--- src/rtl/seg7_pkg.sv ---
// ---------------------------------------------------------------------------
// seg7_pkg
// Shared types and helpers for the 7-segment scan controller.
//   scan_state_t : scan FSM state encoding (IDLE, BLANK, SHOW)
//   SEG_OFF      : all segments dark (active low)
//   hex2seg      : 4-bit hex digit -> active-low segments, bit order gfedcba
// ---------------------------------------------------------------------------
package seg7_pkg;

    typedef enum logic [1:0] {
        IDLE  = 2'd0,
        BLANK = 2'd1,
        SHOW  = 2'd2
    } scan_state_t;

    localparam logic [6:0] SEG_OFF = 7'h7F;

    // Active-low gfedcba patterns for the hex glyphs 0..F.
    function automatic logic [6:0] hex2seg(input logic [3:0] hex);
        logic [6:0] s;
        case (hex)
            4'h0:    s = 7'h40;
            4'h1:    s = 7'h79;
            4'h2:    s = 7'h24;
            4'h3:    s = 7'h30;
            4'h4:    s = 7'h19;
            4'h5:    s = 7'h12;
            4'h6:    s = 7'h02;
            4'h7:    s = 7'h78;
            4'h8:    s = 7'h00;
            4'h9:    s = 7'h10;
            4'hA:    s = 7'h08;
            4'hB:    s = 7'h03;
            4'hC:    s = 7'h46;
            4'hD:    s = 7'h21;
            4'hE:    s = 7'h06;
            4'hF:    s = 7'h0E;
            default: s = SEG_OFF;
        endcase
        return s;
    endfunction

endpackage

--- src/rtl/seg7_hex_dec.sv ---
// ---------------------------------------------------------------------------
// seg7_hex_dec
// Combinational hex-to-segment decoder.
// Ports:
//   hex_i  in  4  hex digit
//   seg_o  out 7  segments gfedcba, active low
// ---------------------------------------------------------------------------
module seg7_hex_dec
    import seg7_pkg::*;
(
    input  logic [3:0] hex_i,
    output logic [6:0] seg_o
);

    assign seg_o = hex2seg(hex_i);

endmodule

--- src/rtl/seg7_scan_ctrl.sv ---
// ---------------------------------------------------------------------------
// seg7_scan_ctrl
// Time-multiplexed scan controller for a common-anode 7-segment display bank.
// Latches an N-digit hex value at each frame start and steps through the
// digits one slot at a time. Each slot starts with BLANK_CYC clocks of all
// anodes off to suppress ghosting, then lights one digit for the rest of the
// DIV-clock slot.
//
// Ports:
//   clk         in   1    system clock, rising edge
//   rst         in   1    asynchronous active-high reset
//   en          in   1    scan enable; low forces IDLE (display dark)
//   value       in   4*N  hex digits, digit k = value[4k+3:4k]
//   load        in   1    strobe: capture value into the shadow register
//   an          out  N    anode select, active low, one-hot or all ones
//   seg         out  7    segments gfedcba, active low
//   frame_done  out  1    pulse during the last clock of the last slot
//   state_dbg   out  2    current scan FSM state (scan_state_t encoding)
//
// Valid/ready: this block has no handshake. load is a single-clock strobe
// sampled on every rising edge; there is no back-pressure.
//
// Build option: define SEG7_LZB_EN for leading-zero blanking (a digit k > 0
// is held dark while digits k..N-1 of the frame value are all zero).
// ---------------------------------------------------------------------------
module seg7_scan_ctrl
    import seg7_pkg::*;
#(
    parameter int N         = 4,
    parameter int DIV       = 1000,
    parameter int BLANK_CYC = 2
) (
    input  logic           clk,
    input  logic           rst,
    input  logic           en,
    input  logic [4*N-1:0] value,
    input  logic           load,
    output logic [N-1:0]   an,
    output logic [6:0]     seg,
    output logic           frame_done,
    output logic [1:0]     state_dbg
);

    localparam int CW = (DIV > 1) ? $clog2(DIV) : 1;
    localparam int IW = (N > 1) ? $clog2(N) : 1;

    localparam logic [CW-1:0] CNT_LAST   = CW'(DIV - 1);
    localparam logic [CW-1:0] BLANK_LAST = CW'(BLANK_CYC - 1);
    localparam logic [IW-1:0] IDX_LAST   = IW'(N - 1);

    scan_state_t    state_q, state_d;
    logic [CW-1:0]  cnt_q, cnt_d;
    logic [IW-1:0]  idx_q, idx_d;
    logic [4*N-1:0] shadow_q, shadow_d;
    logic [4*N-1:0] disp_q, disp_d;
    logic [N-1:0]   an_q, an_d;
    logic [6:0]     seg_q, seg_d;
    logic           frame_done_q, frame_done_d;

    logic           frame_start;
    logic [3:0]     dig_hex;
    logic [6:0]     dig_seg;
    logic           dig_dark;

    // ------------------------------------------------------------------
    // Scan FSM: next state, slot counter, digit index, frame value
    // ------------------------------------------------------------------
    always_comb begin
        state_d     = state_q;
        cnt_d       = cnt_q;
        idx_d       = idx_q;
        disp_d      = disp_q;
        frame_start = 1'b0;

        // load is honoured in every state; the last strobe wins.
        shadow_d = load ? value : shadow_q;

        if (!en) begin
            // Dropping en aborts the current slot from any state.
            state_d = IDLE;
            cnt_d   = '0;
            idx_d   = '0;
        end else begin
            case (state_q)
                IDLE: begin
                    state_d     = BLANK;
                    cnt_d       = '0;
                    idx_d       = '0;
                    frame_start = 1'b1;
                end
                BLANK: begin
                    cnt_d = cnt_q + CW'(1);
                    if (cnt_q == BLANK_LAST) begin
                        state_d = SHOW;
                    end
                end
                SHOW: begin
                    if (cnt_q == CNT_LAST) begin
                        cnt_d   = '0;
                        state_d = BLANK;
                        if (idx_q == IDX_LAST) begin
                            idx_d       = '0;
                            frame_start = 1'b1;
                        end else begin
                            idx_d = idx_q + IW'(1);
                        end
                    end else begin
                        cnt_d = cnt_q + CW'(1);
                    end
                end
                default: begin
                    state_d = IDLE;
                    cnt_d   = '0;
                    idx_d   = '0;
                end
            endcase
        end

        // The frame value is only replaced at frame start so a frame never
        // mixes digits of two values. A load on that same clock bypasses
        // the shadow so the new value shows without a frame of delay.
        if (frame_start) begin
            disp_d = load ? value : shadow_q;
        end
    end

    // ------------------------------------------------------------------
    // Digit mux and decode. Outputs are computed from the next-state
    // values and registered, so an/seg line up with state_q exactly.
    // ------------------------------------------------------------------
    always_comb begin
        dig_hex = 4'h0;
        for (int k = 0; k < N; k++) begin
            if (idx_d == IW'(k)) begin
                dig_hex = disp_d[4*k +: 4];
            end
        end
    end

    seg7_hex_dec u_dec (
        .hex_i (dig_hex),
        .seg_o (dig_seg)
    );

`ifdef SEG7_LZB_EN
    // A digit above position 0 is dark when it and every higher digit are 0.
    always_comb begin
        dig_dark = 1'b0;
        for (int k = 1; k < N; k++) begin
            if (idx_d == IW'(k) && ((disp_d >> (4*k)) == '0)) begin
                dig_dark = 1'b1;
            end
        end
    end
`else
    assign dig_dark = 1'b0;
`endif

    always_comb begin
        an_d         = '1;
        seg_d        = SEG_OFF;
        frame_done_d = 1'b0;
        if (state_d == SHOW) begin
            if (!dig_dark) begin
                an_d  = ~(N'(1) << idx_d);
                seg_d = dig_seg;
            end
            frame_done_d = (cnt_d == CNT_LAST) && (idx_d == IDX_LAST);
        end
    end

    // ------------------------------------------------------------------
    // State and output registers
    // ------------------------------------------------------------------
    always_ff @(posedge clk or posedge rst) begin
        if (rst) begin
            state_q      <= IDLE;
            cnt_q        <= '0;
            idx_q        <= '0;
            shadow_q     <= '0;
            disp_q       <= '0;
            an_q         <= '1;
            seg_q        <= SEG_OFF;
            frame_done_q <= 1'b0;
        end else begin
            state_q      <= state_d;
            cnt_q        <= cnt_d;
            idx_q        <= idx_d;
            shadow_q     <= shadow_d;
            disp_q       <= disp_d;
            an_q         <= an_d;
            seg_q        <= seg_d;
            frame_done_q <= frame_done_d;
        end
    end

    assign an         = an_q;
    assign seg        = seg_q;
    assign frame_done = frame_done_q;
    assign state_dbg  = state_q;

endmodule

--- config.mk ---
export PLATFORM = sky130hd
export DESIGN_NAME = seg7_scan_ctrl
export DESIGN_NICKNAME = d
export VERILOG_FILES = /design/src/rtl/seg7_pkg.sv /design/src/rtl/seg7_hex_dec.sv /design/src/rtl/seg7_scan_ctrl.sv
export SDC_FILE = /design/constraint.sdc
export NUM_CORES = 1
export LEC_CHECK = 0
export CAP_MARGIN = 20
export CORE_MARGIN = 2
export CORE_UTILIZATION = 50
export DETAILED_ROUTE_END_ITERATION = 12
export MAX_ROUTING_LAYER = met4
export PLACE_DENSITY_LB_ADDON = 0.25
export SYNTH_ARGS = -nofsm -noshare
export SYNTH_HDL_FRONTEND = slang
export SYNTH_SLANG_ARGS = --single-unit
--- constraint.sdc ---
create_clock -name clk -period 8.6 [get_ports clk]
set_input_delay 1.72 -clock clk [delete_from_list [all_inputs] [get_ports clk]]
set_output_delay 1.72 -clock clk [all_outputs]
set_load 0.05 [all_outputs]
# [After elaboration in Yosys (flattened, before gate mapping)]
# Memory sizes are Yosys's and may differ from the RTL's.
# Cells that the tools add are included.
[op_classes] addsub=2 mul=0 n_div=0 magnitude_cmp=0 eq_ne=10 n_shift=1 mux=24 bitwise=1 reduce_logical=3
[ops] cell="2-to-1 mux 16 bit" n=2
[ops] cell="== test 10 bit (second input constant)" n=2
[ops] cell="2-to-1 mux 10 bit" n=2
[ops] cell="2-to-1 mux 4 bit" n=5
[ops] cell="one-hot mux 10 bit (2 select lines)" n=1
[ops] cell="2-to-1 mux 2 bit" n=6
[ops] cell="adder 10 x 1 -> 10 bit (second input constant)" n=1
[ops] cell="== test 10 x 1 -> 1 bit (second input constant)" n=1
[ops] cell="== test 2 bit (second input constant)" n=5
[ops] cell="2-to-1 mux 7 bit" n=1
[ops] cell="one-hot mux 2 bit (3 select lines)" n=1
[ops] cell="== test 2 x 1 -> 1 bit (second input constant)" n=2
[ops] cell="zero test 2 bit" n=2
[ops] cell="2-to-1 mux 1 bit" n=4
[ops] cell="NOT 4 bit" n=1
[ops] cell="one-hot mux 2 bit (2 select lines)" n=1
[ops] cell="<< shifter 1 x 2 -> 4 bit (first input constant)" n=1
[ops] cell="adder 2 x 1 -> 2 bit (second input constant)" n=1
[ops] cell="one-hot mux 1 bit (2 select lines)" n=1
[ops] cell="logical AND 1 bit" n=1
[totals] reg_bits=58 latch_bits=0 ram_bits=0 mem_bits_ro=112 output_inout_bits=14 mem_count=1
[mem_list] name="(no name shown)" depth=16 word_bits=7 read_ports=1 rd_clocked_by_memory_dff=0 wr=0 line_no="seg7_pkg.sv:21" source="case (hex)"

# [Logic depth before layout (Yosys ltp)]
# An unclocked memory read counts as a cell.
[logic_depth] word_depth=12 depth_mapped=15

# [Hierarchy]
# From an unflattened synthesis, not the netlist that was laid out.
[hier_totals] cells_unflattened=295 area_unflattened_um2=3080.5
[modules_own_cells] mod="seg7_scan_ctrl" instances=1 cells_each=263 area_each_um2=2805.2 seq_area_each_um2=1465.2
[modules_own_cells] mod="seg7_hex_dec" instances=1 cells_each=32 area_each_um2=275.3 seq_area_each_um2=0.0

# [Worst setup path after synthesis]
# Ideal clock, no wire load.
[synth_timing] path_type="input to register" startpoint="input port load" endpoint="register seg_q[3] (netlist: seg[3])" setup_ns=0.098 arrival_time_ns=4.154 slack_ns=4.348 stages=10 path_cell_list="clkbuf_1 -> buf_2 -> mux2_2 -> mux2_2 -> a211oi_1 -> inv_1 -> ha_1 -> mux2_2 -> mux2i_1 -> nand2_1"
[synth_via] elab_cells_between_ends=8 classes_between="7 x mux; 1 x memory"
[synth_rtl] item="from (decl)" line_no="seg7_scan_ctrl.sv:37" source="input logic load,"
[synth_rtl] item="2-to-1 mux 16 bit" line_no="seg7_scan_ctrl.sv:123" source="disp_d = load ? value : shadow_q;"
[synth_rtl] item="2-to-1 mux 16 bit" line_no="seg7_scan_ctrl.sv:122" source="if (frame_start) begin"
[synth_rtl] item="net disp_d[9]" line_no="seg7_scan_ctrl.sv:55" source="logic [4*N-1:0] disp_q, disp_d;"
[synth_rtl] item="2-to-1 mux 4 bit (2 in a row)" line_no="seg7_scan_ctrl.sv:134" source="if (idx_d == IW'(k)) begin"
[synth_rtl] item="memory (16 x 7 bit)"
[synth_rtl] item="2-to-1 mux 7 bit" line_no="seg7_scan_ctrl.sv:163" source="if (state_d == SHOW) begin"
[synth_rtl] item="net seg_d[3]" line_no="seg7_scan_ctrl.sv:57" source="logic [6:0] seg_q, seg_d;"
[synth_rtl] item="to (signal assigned)" line_no="seg7_scan_ctrl.sv:192" source="seg_q <= seg_d;"
[synth_rtl] item="to (decl)" line_no="seg7_scan_ctrl.sv:57"
# The timed path passes the listed nets, and every way through them passes these cells.

# [Worst setup path after layout]
[layout_timing] startpoint="input port en" endpoint="register seg_q[3] (netlist: seg[3])"
[layout_via] elab_chain_len=8 elab_cells_between_ends=15 classes_between="4 x eq/ne; 9 x mux; 1 x reduce/logical; 1 x memory"
[layout_rtl] item="from (decl)" line_no="seg7_scan_ctrl.sv:35" source="input logic en,"
[layout_rtl] item="2-to-1 mux 2 bit (*)" line_no="seg7_scan_ctrl.sv:78" source="if (!en) begin"
[layout_rtl] item="net idx_d[0]" line_no="seg7_scan_ctrl.sv:53" source="logic [IW-1:0] idx_q, idx_d;"
[layout_rtl] item="zero test 2 bit" line_no="seg7_scan_ctrl.sv:134"
[layout_rtl] item="2-to-1 mux 4 bit (3 in a row)" line_no="seg7_scan_ctrl.sv:134"
[layout_rtl] item="2-to-1 mux 4 bit (*)" line_no="seg7_scan_ctrl.sv:134"
[layout_rtl] item="memory (16 x 7 bit) (*)"
[layout_rtl] item="2-to-1 mux 7 bit (*)" line_no="seg7_scan_ctrl.sv:163"
[layout_rtl] item="net seg_d[3]" line_no="seg7_scan_ctrl.sv:57"
# Mark *: on every way through the listed nets, which the timed path passes. The rest lies on a longest branch.

==> metrics.yaml <==
synth_area_leaders: "dfrtp_1 40%, dfstp_2 9.8%, mux2_2 7.6%"
min_from: "disp_q[1]$_DFF_PP0_"
dieArea_um2: 6540
path_depth: 13
clk_latency_ps: 340
slew_viol_final: 0
yosys_most_used_dff: "dfrtp_1"
ir_drop_mv: 0.119
clkSinkCount: 58
vias: 2079
drive_above_1_share: 0.199
synth_seq_area_share: 0.496
cts_tree: "built"
ys_types: 53
cts-resized-gates: 0
drt_iter0_drc: 95
grt_max_degree: 59
crit_path_start_kind: "primary input"
regToRegSetupSlack_ps: 4860
wl_per_cell_um: 15.7
critPathTopFamily: "compound AO/OA/AOI/OAI gates"
layout_commonest_cell: "dfrtp_1"
clk_pin_slew_worst_paths_ps: 60
start_util: 0.527
path_common_cell: "nand2_1"
async_flop_share: 1.00
worstPathArrival_ps: 5060
p_sw_w: 0.000167
min_period_ps: 4830
viasPerCell: 5.57
portBuffers: 33
tns_ps: 0
clockPowerShare: 0.379
dpl.hpwl_um: 4080
yosysTopAreaCellShare: 0.398
num_io_pins: 34
internal_power_w: 0.000492
p_sw_frac: 0.253
n_antenna_cell: 0
setup_viol: 0
drv_cap: 0
whs_endpoint: "disp_q[1]$_DFF_PP0_"
clock_skew_ps: 10.5
antenna_found_initial: 0
die_h_um: 80.9
p_comb_frac: 0.161
crit_path_max_fanout: 9
hold_depth: 2
p_leak_nw: 1.48
hold_viol: 0
std_cell_rows: 27
cts-buffers-inserted: 9
rsz0062_at_grt: "no"
slowest_stage: "a211oi_1"
clock.fmax_ghz: 0.207
post-route-period-util: 0.561
worst_r2r_path_depth: 14
syn_inst: 261
cts_setup_buffers: 0
cts.path.max_buffers: 2
dr.pass1.iters: 4
worstSetupPathType: "primary input to flip-flop"
layout_common_cells: "47 x dfrtp_1, 33 x clkdlybuf4s50_1, 24 x nor2_1"
status: "finished clean"
post-route-util: 0.629
detail_route.wirelength_um: 5840
syn_area_um2: 2950
synth-edff-count: 0
hold_path.class: "flip-flop to flip-flop"
synthToLayoutAreaGrowth_pct: 19.3
synth_warnings: 0
synth_seq_cells: 58
syn_nets: 294
fillers: 479
finalNetCount: 329
max_stage_delay_ps: 520
grt_pass1_wl_um: 9810
power_density_nw_per_um2: 187
crit_path_end_kind: "flip-flop"
r2r-end: "seg[3]$_DFF_PP1_"
tightest_slew_ps: 785
required_ps: 8830
grt-ovfl-total: 0
power_frac_seq: 0.460
yosysTopAreaCell: "dfrtp_1"
drc: 0
r2r_start: "state_dbg[0]$_DFF_PP0_"
place_congestion: 0.819
die_x_um: 80.9
cts-root-buf: "clkbuf_8"
path_buf_inv: 3
grt_usage: 0.207
grt_pass1_vias: 2132
syn_avg_cell_area_um2: 11.3
ant_nets: 0
relSlewSlack: 0.475
ctsHoldBuffers: 0
cp_cell_sequence: "clkdlybuf4s50_1, and2_1, and3_1, a211oi_4, inv_2, nand2_1, o22ai_1, a211oi_1, inv_1, ha_1, mux2_2, mux2i_1, nand2_1"
core_um2: 5610
h-tree-depth: 3
==> through the flow <==
| step | cell area (µm²) | std cells | worst slack [ps] | hold slack (ps) | power [W] |
|---|---|---|---|---|---|
| after floorplan | 2950 | 261 | 4350 | 446 | 0.000387 |
| after global placement | 3330 | 357 | 3530 | 462 | 0.000411 |
| after detailed placement | 3330 | 357 | 3430 | 469 | 0.000414 |
| after CTS | 3520 | 373 | 3780 | 484 | 0.000667 |
| after global routing | 3520 | 373 | 3500 | 509 | 0.000692 |
| final | 3520 | 373 | 3770 | 485 | 0.000659 |
==> sequential cells by signal (all words and copies together) (netlist names) <==
signal and cells:
idx_q 2, state_dbg 2, seg 7, disp_q 16, an 4, shadow_q 16, frame_done 1, cnt_q 10
==> how the worst max path moves through the flow <==
stage / from / to / slack, ps
after floorplan: load / seg[3]$_DFF_PP1_ / 4350
after global placement: en / seg[4]$_DFF_PP1_ / 3530
after detailed placement: en / seg[3]$_DFF_PP1_ / 3430
after CTS: en / seg[3]$_DFF_PP1_ / 3780
after global routing: en / seg[3]$_DFF_PP1_ / 3500
final: en / seg[3]$_DFF_PP1_ / 3770
==> Yosys cell counts, drive strengths merged, types with 2 or more instances <==
master	number
and2	2
nor2	26
nand2	12
inv	16
and4	2
a21oi	9
or2	2
a211oi	3
a21o	2
xor2	5
nand3	14
a31oi	3
mux2i	11
mux2	20
clkbuf	3
nor3b	2
nand4	5
o22ai	2
buf	7
and3	4
xnor2	3
o221ai	2
nor3	8
o31ai	2
ha	13
dfstp	11
nor4	5
dfrtp	47
o211ai	5
o21ai	3
==> power groups by stage <==
stage          sequential (W)  clock (W)  combinational, W
2_1_floorplan        0.000308          0         0.0000788
3_3_place_gp         0.000307          0          0.000104
3_5_place_dp         0.000308          0          0.000107
4_1_cts              0.000303   0.000256          0.000107
5_1_grt              0.000305   0.000268          0.000119
6_report             0.000303   0.000250          0.000106
==> kinds of logic after synthesis <==
group           count (synthesis)  share of synthesized area
fa+ha+maj                      13                     0.0551
simple gates                   86                      0.166
flops                          58                      0.496
compound gates                 39                      0.107
xor+xnor                        8                     0.0237
buf+inv                        26                     0.0390
mux                            31                      0.114
==> cell type report <==
class / instances / area (µm²) / area share
tap: 72 / 90.1 / 0.0256
clock buffer: 14 / 163 / 0.0461
multi-input combinational: 177 / 1370 / 0.390
timing repair buffer: 34 / 338 / 0.0958
inverter: 16 / 60.1 / 0.0170
clock inverter: 2 / 35.0 / 0.00994
sequential: 58 / 1470 / 0.416
==> tightest hold or removal path, cell delays in order (launching register included) <==
cell     delay, ps
dfrtp_1        320
mux2i_1         80
inv_1           60
==> per-layer routing <==
layer	GRT usage	part of all wire	up-vias
li1	-	-	1004
met1	0.258	0.46	1019
met2	0.318	0.47	49
met3	0.0511	0.050	7
met4	0.0983	0.016	0
met5	-	0	-
No activity file was read; power rests on OpenSTA's default activity.
